$ cat config.mk
export PLATFORM = sky130hd
export DESIGN_NAME = frodo_io_sequencer
export DESIGN_NICKNAME = d
export VERILOG_FILES = /design/src/rtl/frodo_io_sequencer.sv
export SDC_FILE = /design/constraint.sdc
export NUM_CORES = 1
export LEC_CHECK = 0
export ABC_AREA = 1
export CAP_MARGIN = 20
export CORE_ASPECT_RATIO = 0.9
export CORE_MARGIN = 2
export CORE_UTILIZATION = 40
export CTS_CLUSTER_DIAMETER = 60
export DETAILED_ROUTE_END_ITERATION = 7
export REMOVE_ABC_BUFFERS = 1
export SETUP_SLACK_MARGIN = 0.1
export SLEW_MARGIN = 10
export SYNTH_ARGS = -nofsm -noshare
export SYNTH_HDL_FRONTEND = slang
export SYNTH_SLANG_ARGS = --single-unit
$ cat constraint.sdc
create_clock -name clk -period 5.7 [get_ports clk]
set_clock_uncertainty 0.15 [all_clocks]
set_input_delay 1.71 -clock clk [delete_from_list [all_inputs] [get_ports clk]]
set_output_delay 1.71 -clock clk [all_outputs]
set_load 0.1 [all_outputs]
$ cat src/rtl/frodo_io_sequencer.sv
`default_nettype none
// ============================================================================
// Module      : frodo_io_sequencer
// Description : Control-only handshake scheduler between the host port and
//               the FrodoKEM-1344 core. Walks a fixed per-command table of
//               IN/OUT word segments and gates the valid/ready wires so only
//               the active direction can transfer. Data bypasses this block.
// Revision    : 1.0 - initial release
// ============================================================================
module frodo_io_sequencer #(
  parameter int CMD_W    = 3,
  parameter int LEN_MAT  = 2688,
  parameter int LEN_C2   = 16,
  parameter int LEN_SALT = 8,
  parameter int LEN_KEY  = 4,
  parameter int LEN_SEED = 2
) (
  input  logic             clk,
  input  logic             rst,
  input  logic [CMD_W-1:0] cmd,
  input  logic             cmd_isReady,
  output logic             cmd_canReceive,
  input  logic             ext_in_isReady,
  output logic             ext_in_canReceive,
  output logic             ext_out_isReady,
  input  logic             ext_out_canReceive,
  output logic             dp_in_isReady,
  input  logic             dp_in_canReceive,
  input  logic             dp_out_isReady,
  output logic             dp_out_canReceive,
  output logic [CMD_W-1:0] op,
  output logic [3:0]       seg_idx,
  output logic [11:0]      word_idx,
  output logic             op_done,
  output logic             err_badCmd
);

  // Command codes
  localparam logic [CMD_W-1:0] C_OP_SETUP  = CMD_W'(1);
  localparam logic [CMD_W-1:0] C_OP_KEYGEN = CMD_W'(2);
  localparam logic [CMD_W-1:0] C_OP_ENCAPS = CMD_W'(3);
  localparam logic [CMD_W-1:0] C_OP_DECAPS = CMD_W'(4);

  // Segment lengths at word-counter width
  localparam logic [11:0] C_L_MAT  = 12'(LEN_MAT);
  localparam logic [11:0] C_L_C2   = 12'(LEN_C2);
  localparam logic [11:0] C_L_SALT = 12'(LEN_SALT);
  localparam logic [11:0] C_L_KEY  = 12'(LEN_KEY);
  localparam logic [11:0] C_L_SEED = 12'(LEN_SEED);

  typedef enum logic [1:0] {
    ST_RESET = 2'd0,
    ST_IDLE  = 2'd1,
    ST_RUN   = 2'd2
  } state_t;

  state_t      r_state;
  state_t      w_state_nx;

  logic        w_seg_out;     // active segment streams core -> host
  logic [11:0] w_seg_len;     // words in active segment
  logic        w_seg_last;    // active segment is the final one of the command
  logic        w_cmd_valid;
  logic        w_xfer;
  logic        w_word_last;
  logic        w_op_last;

  // Segment table: direction, length and last-flag for (op, seg_idx)
  always_comb begin
    w_seg_out  = 1'b0;
    w_seg_len  = C_L_KEY;
    w_seg_last = 1'b0;
    case (op)
      C_OP_SETUP: begin
        case (seg_idx)
          4'd0:    w_seg_len = C_L_SALT;
          4'd1:    w_seg_len = C_L_KEY;
          4'd2:    w_seg_len = C_L_SALT;
          default: begin w_seg_len = C_L_SEED; w_seg_last = 1'b1; end
        endcase
      end
      C_OP_KEYGEN: begin
        w_seg_out = 1'b1;
        case (seg_idx)
          4'd0:    w_seg_len = C_L_KEY;
          4'd1:    w_seg_len = C_L_MAT;
          4'd2:    w_seg_len = C_L_SEED;
          4'd3:    w_seg_len = C_L_MAT;
          default: begin w_seg_len = C_L_KEY; w_seg_last = 1'b1; end
        endcase
      end
      C_OP_ENCAPS: begin
        case (seg_idx)
          4'd0:    w_seg_len = C_L_SEED;
          4'd1:    w_seg_len = C_L_MAT;
          4'd2:    begin w_seg_out = 1'b1; w_seg_len = C_L_MAT;  end
          4'd3:    begin w_seg_out = 1'b1; w_seg_len = C_L_C2;   end
          4'd4:    begin w_seg_out = 1'b1; w_seg_len = C_L_SALT; end
          default: begin w_seg_out = 1'b1; w_seg_len = C_L_KEY; w_seg_last = 1'b1; end
        endcase
      end
      C_OP_DECAPS: begin
        case (seg_idx)
          4'd0:    w_seg_len = C_L_MAT;
          4'd1:    w_seg_len = C_L_MAT;
          4'd2:    w_seg_len = C_L_C2;
          4'd3:    w_seg_len = C_L_SALT;
          4'd4:    w_seg_len = C_L_KEY;
          4'd5:    w_seg_len = C_L_MAT;
          4'd6:    w_seg_len = C_L_SEED;
          4'd7:    w_seg_len = C_L_KEY;
          default: begin w_seg_out = 1'b1; w_seg_len = C_L_KEY; w_seg_last = 1'b1; end
        endcase
      end
      default: begin
        w_seg_out  = 1'b0;
        w_seg_len  = C_L_KEY;
        w_seg_last = 1'b0;
      end
    endcase
  end

  assign w_cmd_valid = (cmd >= C_OP_SETUP) && (cmd <= C_OP_DECAPS);

  // A transfer needs both sides of the active direction only
  assign w_xfer      = (r_state == ST_RUN) &&
                       (w_seg_out ? (dp_out_isReady && ext_out_canReceive)
                                  : (ext_in_isReady && dp_in_canReceive));
  assign w_word_last = (word_idx == (w_seg_len - 12'd1));
  assign w_op_last   = w_xfer && w_word_last && w_seg_last;

  // State register; reset drops straight back to RESET
  always_ff @(posedge clk or negedge rst) begin
    if (!rst) begin
      r_state <= ST_RESET;
    end else begin
      r_state <= w_state_nx;
    end
  end

  // Next-state and handshake gating (zero-latency pass-through in RUN)
  always_comb begin
    w_state_nx         = r_state;
    cmd_canReceive     = 1'b0;
    ext_in_canReceive  = 1'b0;
    dp_in_isReady      = 1'b0;
    ext_out_isReady    = 1'b0;
    dp_out_canReceive  = 1'b0;
    op_done            = 1'b0;
    case (r_state)
      ST_RESET: begin
        w_state_nx = ST_IDLE;
      end
      ST_IDLE: begin
        cmd_canReceive = 1'b1;
        if (cmd_isReady && w_cmd_valid) begin
          w_state_nx = ST_RUN;
        end
      end
      ST_RUN: begin
        if (w_seg_out) begin
          ext_out_isReady   = dp_out_isReady;
          dp_out_canReceive = ext_out_canReceive;
        end else begin
          ext_in_canReceive = dp_in_canReceive;
          dp_in_isReady     = ext_in_isReady;
        end
        op_done = w_op_last;
        if (w_op_last) begin
          w_state_nx = ST_IDLE;
        end
      end
      default: begin
        w_state_nx = ST_IDLE;
      end
    endcase
  end

  // Command latch, segment/word counters and bad-command pulse
  always_ff @(posedge clk or negedge rst) begin
    if (!rst) begin
      op         <= '0;
      seg_idx    <= 4'd0;
      word_idx   <= 12'd0;
      err_badCmd <= 1'b0;
    end else begin
      err_badCmd <= (r_state == ST_IDLE) && cmd_isReady && !w_cmd_valid;
      if (r_state == ST_IDLE) begin
        if (cmd_isReady && w_cmd_valid) begin
          op       <= cmd;
          seg_idx  <= 4'd0;
          word_idx <= 12'd0;
        end
      end else if (w_xfer) begin
        if (w_word_last) begin
          word_idx <= 12'd0;
          if (w_seg_last) begin
            seg_idx <= 4'd0;
            op      <= '0;
          end else begin
            seg_idx <= seg_idx + 4'd1;
          end
        end else begin
          word_idx <= word_idx + 12'd1;
        end
      end
    end
  end

endmodule
`default_nettype wire

==> flow_metrics.env, run 1 <==
export IMPL_status="finished clean"
export IMPL_antenna_found_initial=0
export IMPL_stdcell_count=385
export IMPL_cp_slowest_stage_delay_ns=0.46
export IMPL_slew_violations=0
export IMPL_grtUsageTotal_pct=18.34
export IMPL_cts_max_level=1
export IMPL_critical_path_endpoint_type="output pin"
export IMPL_final_layout_size_suffix_gt1_share_pct=23.44
export IMPL_antenna_cells=0
export IMPL_die_area_um2=5614
export IMPL_peak_clock_frequency_supported_by_timing_ghz=0.1872
export IMPL_detail_route_first_pass_iterations=4
export IMPL_finalCriticalPeriod_ns=5.343
export IMPL_root_buffer_master="clkbuf_8"
export IMPL_placedCellCount=376
export IMPL_total_power_mw=1.076
export IMPL_power_leakage_nw=1.130
export IMPL_numClockSinks=22
export IMPL_cts_made_buffers=3
export IMPL_synth_cell_area_um2=2012
export IMPL_timing_critical_path_slowest_stage_cell="dfrtp_2"
export IMPL_synthCells=278
export IMPL_detail_route_iter0_violations=100
export IMPL_hold_class="reg -> reg"
export IMPL_drv_cap=0
export IMPL_num_vias=1923
export IMPL_place_worst_setup_slack_ns=0.3804
export IMPL_die_width_um=78.76
export IMPL_post_synth_edffs=0
export IMPL_yosys_register_bits=22
export IMPL_yosys_warnings=0
export IMPL_worstPathRequired_ns=3.84
export IMPL_critical_path_class="reg -> out"
export IMPL_gpl_final_weighted_congestion=0.8393
export IMPL_power_density_nw_per_um2=414.7
export IMPL_synth_top_area_share_pct=27.36
export IMPL_critPathMaxFanout=7
export IMPL_setup_repair_after_global_routing_missed_its_margin="false"
export IMPL_cell_area_after_placement_um2=2430
export IMPL_grt_start_max_net_pins=23
export IMPL_syn_mean_instance_area_um2=7.237
export IMPL_cts_hold_fix_buffers=0
export IMPL_insertion_delay_ns=0.26
export IMPL_multi_input_logic_area_um2=1339
export IMPL_route_final_wire_length_um=5014
export IMPL_die_h_um=71.28
export IMPL_floorplan_initialDensity_pct=41.61
export IMPL_number_of_rows_in_the_core_area=24
export IMPL_worst_pin_slew_ns=0.9812
export IMPL_post_dp_hpwl_um=3975
export IMPL_layout_cells_most_common="nand2_1"
export IMPL_finalHoldViolations=0
export IMPL_post_route_cell_area_um2=2594
export IMPL_post_synthesis_to_final_layout_area_growth_pct=28.92
export IMPL_yosys_most_used_dff="dfrtp_1"
export IMPL_synth_top_area_cell="dfrtp_1"
export IMPL_route_detailed_wl_per_inst_um=13.02
export IMPL_synth_distinct_cells=34
export IMPL_cts_reportedPaths_clkPinSlew_ns=0.08
export IMPL_drtAntennaViolNets=0
export IMPL_crit_chain="ha_1, nand2_8, nand3_1, nand3_1, a21oi_4, ha_4, nand2_4, ha_1, a21oi_1, nand4_1, a21oi_1, nand3_1, nor2_2, nand3_2, nor3_4, nand4_4, inv_2, buf_12"
export IMPL_start_kind="flop"
export IMPL_seq_area_um2=554.3
export IMPL_setup_slack_ns=0.3571
export IMPL_setup_viol=0
export IMPL_cpMostUsedCell="nand3_1"
export IMPL_global_route_overflow_total=0
export IMPL_timing_critical_path_arrival_ns=3.48
export IMPL_ys_seq_area_share_pct=27.36
export IMPL_mostFrequentLayoutCells="54 x nand2_1, 35 x inv_1, 32 x nand3_1"
export IMPL_drcViolationCount=0
export IMPL_fill_cells=453
export IMPL_grt_pass1_vias=1742
export IMPL_layout_nets=338
export IMPL_io_pin_count=36
export IMPL_routed_via_density=4.995
export IMPL_vdd_drop_max_mv=0.2411
export IMPL_core_region_area_um2=4835
export IMPL_ctsLongestPathBuffers=2
export IMPL_grt_pass1_wl_um=8252
export IMPL_postSynth_asyncResetShare_pct=100.0
export IMPL_fin_crit_sh_pct=93.74
export IMPL_cts_tree="done"
export IMPL_finish_utilization_pct=53.65
export IMPL_maxSlewHeadroom_pct=34.38
export IMPL_port_buffers=35
export IMPL_synth_top_cells_by_area="dfrtp_1 27%, nand2_1 10%, nand3_1 8.0%"
==> Yosys cell counts, drive strengths merged, types with 7 or more instances <==
| library cell | count |
|---|---|
| nand2 | 65 |
| inv | 44 |
| nand3 | 43 |
| nor2 | 33 |
| dfrtp | 22 |
| o21ai | 17 |
| o22ai | 9 |
| nand4 | 8 |
| nor3 | 8 |
| a21oi | 7 |
| ha | 7 |
==> what timing repair did <==
action	in CTS	in global routing
resized for setup	2	15
endpoints found under the setup margin	1	1
setup buffers	0	4
pin swaps	0	3
==> power breakdown <==
group,internal [mW],switching (mW),total (mW)
logic,0.246,0.505,0.751
clock network,0.0616,0.0515,0.113
registers,0.176,0.0355,0.212
==> logic make-up after synthesis <==
logic type | after synthesis | synth area share (%)
xor gates and xnor gates | 5 | 2.177
and+or+nand+nor | 163 | 44.90
adders and majority gates | 7 | 4.353
buffers and inverters | 47 | 9.266
AOI/OAI and AO/OA | 34 | 11.94
DFF | 22 | 27.36
==> routing by layer <==
| layer | global-route usage, % | up-vias | wire, µm |
|---|---|---|---|
| met2 | 25.45 | 45 | 2098 |
| met3 | 2.771 | 6 | 248 |
| met4 | 4.873 | 0 | 53 |
| met5 | 0 | - | 0 |
| met1 | 29.38 | 868 | 2613 |
| li1 | - | 1004 | - |
==> stage by stage <==
step / hold WS (ns) / TNS, ns
final: 0.4491 / 0
after global routing: 0.4992 / 0
after CTS: 0.4573 / 0
after detailed placement: 0.4347 / 0
after global placement: 0.4261 / 0
after floorplan: 0.5720 / -1.086
==> final timing paths <==
kind / start / endpoint / slack, ns / depth (start not counted)
min reg2reg: word_idx[10]$_DFFE_PN0P_ / word_idx[10]$_DFFE_PN0P_ / 0.45 / 2
max reg2reg: seg_idx[0]$_DFFE_PN0P_ / word_idx[4]$_DFFE_PN0P_ / 2.02 / 19
max in group asynchronous: rst / word_idx[3]$_DFFE_PN0P_ / 3.39 / 2
min: word_idx[10]$_DFFE_PN0P_ / word_idx[10]$_DFFE_PN0P_ / 0.45 / 2
max: seg_idx[0]$_DFFE_PN0P_ / op_done / 0.36 / 18
min in group asynchronous: rst / err_badCmd$_DFF_PN0_ / 1.56 / 1
==> worst max-delay path, delay by kind of cell, from the launching register on <==
| kind | cells | cell delay [ns] |
|---|---|---|
| AOI/OAI and AO/OA | 3 | 0.46 |
| adders and majority gates | 3 | 0.86 |
| buffers and inverters | 2 | 0.26 |
| DFF | 1 | 0.46 |
| and+or+nand+nor | 10 | 1.17 |
==> state kept, by name, summed over array words and instances (netlist names) <==
| name | cells |
|---|---|
| err_badCmd | 1 |
| word_idx | 12 |
| seg_idx | 4 |
| r_state | 2 |
| op | 3 |
==> area by class of cell <==
class	count	share of cell area (%)
well taps	65	3.136
repair buffers	41	15.39
multi-input cells	209	51.62
clock buffers	4	2.123
flip-flops and latches	22	21.37
inverters	44	6.368
Power figures use the tool's default switching activity.
==> inputs of run 2 (changes only) <==
--- a/config.mk
+++ b/config.mk
@@ -12,6 +12,8 @@
 export CORE_UTILIZATION = 40
 export CTS_CLUSTER_DIAMETER = 60
 export DETAILED_ROUTE_END_ITERATION = 7
+export DONT_BUFFER_PORTS = 1
+export PLACE_DENSITY = 0.64
 export REMOVE_ABC_BUFFERS = 1
 export SETUP_SLACK_MARGIN = 0.1
 export SLEW_MARGIN = 10
==> run 2 against run 1 <==
Effect of this change: sequential share of layout area rose by 1.2 points; non-clock buffer count fell by 20; first-iteration DRC count rose by 100%.
==> flow_metrics.env, run 2 (synthesis results as in run 1) <==
export IMPL_finalHoldViolations=0
export IMPL_setup_tns_final_ns=0
export IMPL_post_dp_hpwl_um=3910
export IMPL_post_synthesis_to_final_layout_area_growth_pct=21.95
export IMPL_final_layout_size_suffix_gt1_share_pct=29.00
export IMPL_setup_reg_to_reg_worst_slack_ns=2.03
export IMPL_start_kind="flop"
export IMPL_critical_path_endpoint_type="output pin"
export IMPL_met1_usage_pct=25.32
export IMPL_setup_repair_after_global_routing_missed_its_margin="false"
export IMPL_global_route_overflow_total=0
export IMPL_layout_cells_most_common="nand2_1"
export IMPL_core_region_area_um2=4835
export IMPL_power_density_nw_per_um2=432.4
export IMPL_grtUsageTotal_pct=17.81
export IMPL_cts_max_level=1
export IMPL_crit_start="seg_idx[1]$_DFFE_PN0P_"
export IMPL_numClockSinks=22
export IMPL_gpl_final_weighted_congestion=0.9214
export IMPL_worstPathRequired_ns=3.84
export IMPL_mostFrequentLayoutCells="54 x nand2_1, 36 x inv_1, 32 x nand3_1"
export IMPL_crit_chain="inv_2, ha_4, inv_1, nor2_2, nor2_1, nand2_1, nand2_2, a21oi_4, ha_4, nand2_4, ha_1, a21oi_1, nand4_1, a21oi_1, nand3_1, nor2_1, nand3_2, nor3_4, nand4_4, inv_1, buf_12"
export IMPL_power_leakage_nw=1.099
export IMPL_critical_path_class="reg -> out"
export IMPL_cp_slowest_stage_delay_ns=0.46
export IMPL_detail_route_first_pass_iterations=4
export IMPL_cts_reportedPaths_clkPinSlew_ns=0.08
export IMPL_fin_crit_sh_pct=95.24
export IMPL_use_met2_pct=27.83
export IMPL_grt_pass1_wl_um=8024
export IMPL_critPathMaxFanout=4
export IMPL_hold_worst_slack_ns=0.5012
export IMPL_route_final_wire_length_um=4935
export IMPL_die_area_um2=5614
export IMPL_vdd_drop_max_mv=0.2249
export IMPL_finalCriticalPeriod_ns=5.429
export IMPL_cts_made_buffers=3
export IMPL_grt_start_max_net_pins=23
export IMPL_num_vias=1916
export IMPL_timing_hold_worst_start="op[2]$_DFFE_PN0P_"
export IMPL_detail_route_iter0_violations=204
export IMPL_timing_critical_path_arrival_ns=3.57
export IMPL_timing_critical_path_slowest_stage_cell="dfrtp_2"
export IMPL_crit_buf_inv=4
export IMPL_layout_nets=318
export IMPL_io_pin_count=36
export IMPL_die_h_um=71.28
export IMPL_drtAntennaViolNets=0
export IMPL_top_usage_layer="met2"
export IMPL_routed_via_density=5.249
export IMPL_die_width_um=78.76
export IMPL_antenna_cells=0
export IMPL_setup_viol=0
export IMPL_largest_registers="word_idx (12), seg_idx (4), op (3)"
export IMPL_port_buffers=0
export IMPL_ctsLongestPathBuffers=2
export IMPL_cts_tree="done"
export IMPL_cp_top_family="simple AND/OR/NAND/NOR gates"
export IMPL_drcViolationCount=0
export IMPL_number_of_rows_in_the_core_area=24
export IMPL_groute_layer_met3_usage_pct=2.393
export IMPL_status="finished clean"
export IMPL_hold_class="reg -> reg"
export IMPL_fill_cells=456
export IMPL_top_register="word_idx"
export IMPL_slew_violations=0
export IMPL_drv_cap=0
export IMPL_peak_clock_frequency_supported_by_timing_ghz=0.1842
export IMPL_worst_pin_slew_ns=1.161
export IMPL_timing_rr_start="seg_idx[1]$_DFFE_PN0P_"
export IMPL_largest_register_ffs=12
export IMPL_maxSlewHeadroom_pct=22.52
export IMPL_floorplan_initialDensity_pct=41.61
export IMPL_root_buffer_master="clkbuf_8"
export IMPL_insertion_delay_ns=0.27
export IMPL_grt_pass1_vias=1736
export IMPL_antenna_found_initial=0
export IMPL_finish_utilization_pct=50.75
export IMPL_route_detailed_wl_per_inst_um=13.52
-- run 2: per-stage QoR --
step	total power, mW	cell area (µm²)	setup slack [ns]	std cells
final	1.061	2454	0.2713	365
after global routing	1.140	2454	0.06413	365
after CTS	0.9961	2347	0.1269	359
after detailed placement	0.8782	2290	0.3817	355
after global placement	0.8769	2290	0.4570	355
after floorplan	0.7591	1991	-0.3409	275
-- run 2: tightest hold or removal path: cells and delay by family, from the launching register on --
family | cells | cell delay [ns]
AND/OR/NAND/NOR | 2 | 0.16
flip-flops | 1 | 0.46
-- run 2: repair_timing --
item	in CTS	in global routing
pin swaps	0	3
setup buffers	0	6
gates resized for setup	1	13
hold buffers	0	0
endpoints found under the setup margin	1	1
-- run 2: final timing paths --
kind                                       endpoint  cells past startpoint
setup / recovery                            op_done                     21
hold / removal                    op[2]$_DFFE_PN0P_                      2
setup reg to reg            word_idx[3]$_DFFE_PN0P_                     22
hold reg to reg                   op[2]$_DFFE_PN0P_                      2
max in group asynchronous  word_idx[11]$_DFFE_PN0P_                      0
min in group asynchronous         op[2]$_DFFE_PN0P_                      0
-- run 2: cell type report --
| type | count | area (µm²) | share of cell area [%] |
|---|---|---|---|
| multi-input combinational | 209 | 1359 | 55.38 |
| sequential | 22 | 553.0 | 22.54 |
| timing repair buffer | 21 | 240.2 | 9.791 |
| inverter | 44 | 165.2 | 6.731 |
| tap | 65 | 81.33 | 3.315 |
| clock buffer | 4 | 55.05 | 2.244 |
-- run 2: power by group --
group / switching, mW / total (mW) / internal, mW / leakage [nW]
logic: 0.495 / 0.732 / 0.237 / 0.777
clock network: 0.0519 / 0.114 / 0.0617 / 0.0288
registers: 0.0397 / 0.216 / 0.176 / 0.293
-- run 2: metal layers --
metal | vias to the layer above | part of all wire, %
met3 | 7 | 5.5
met2 | 57 | 45
li1 | 967 | -
met1 | 885 | 48
met5 | - | 0
met4 | 0 | 1.7
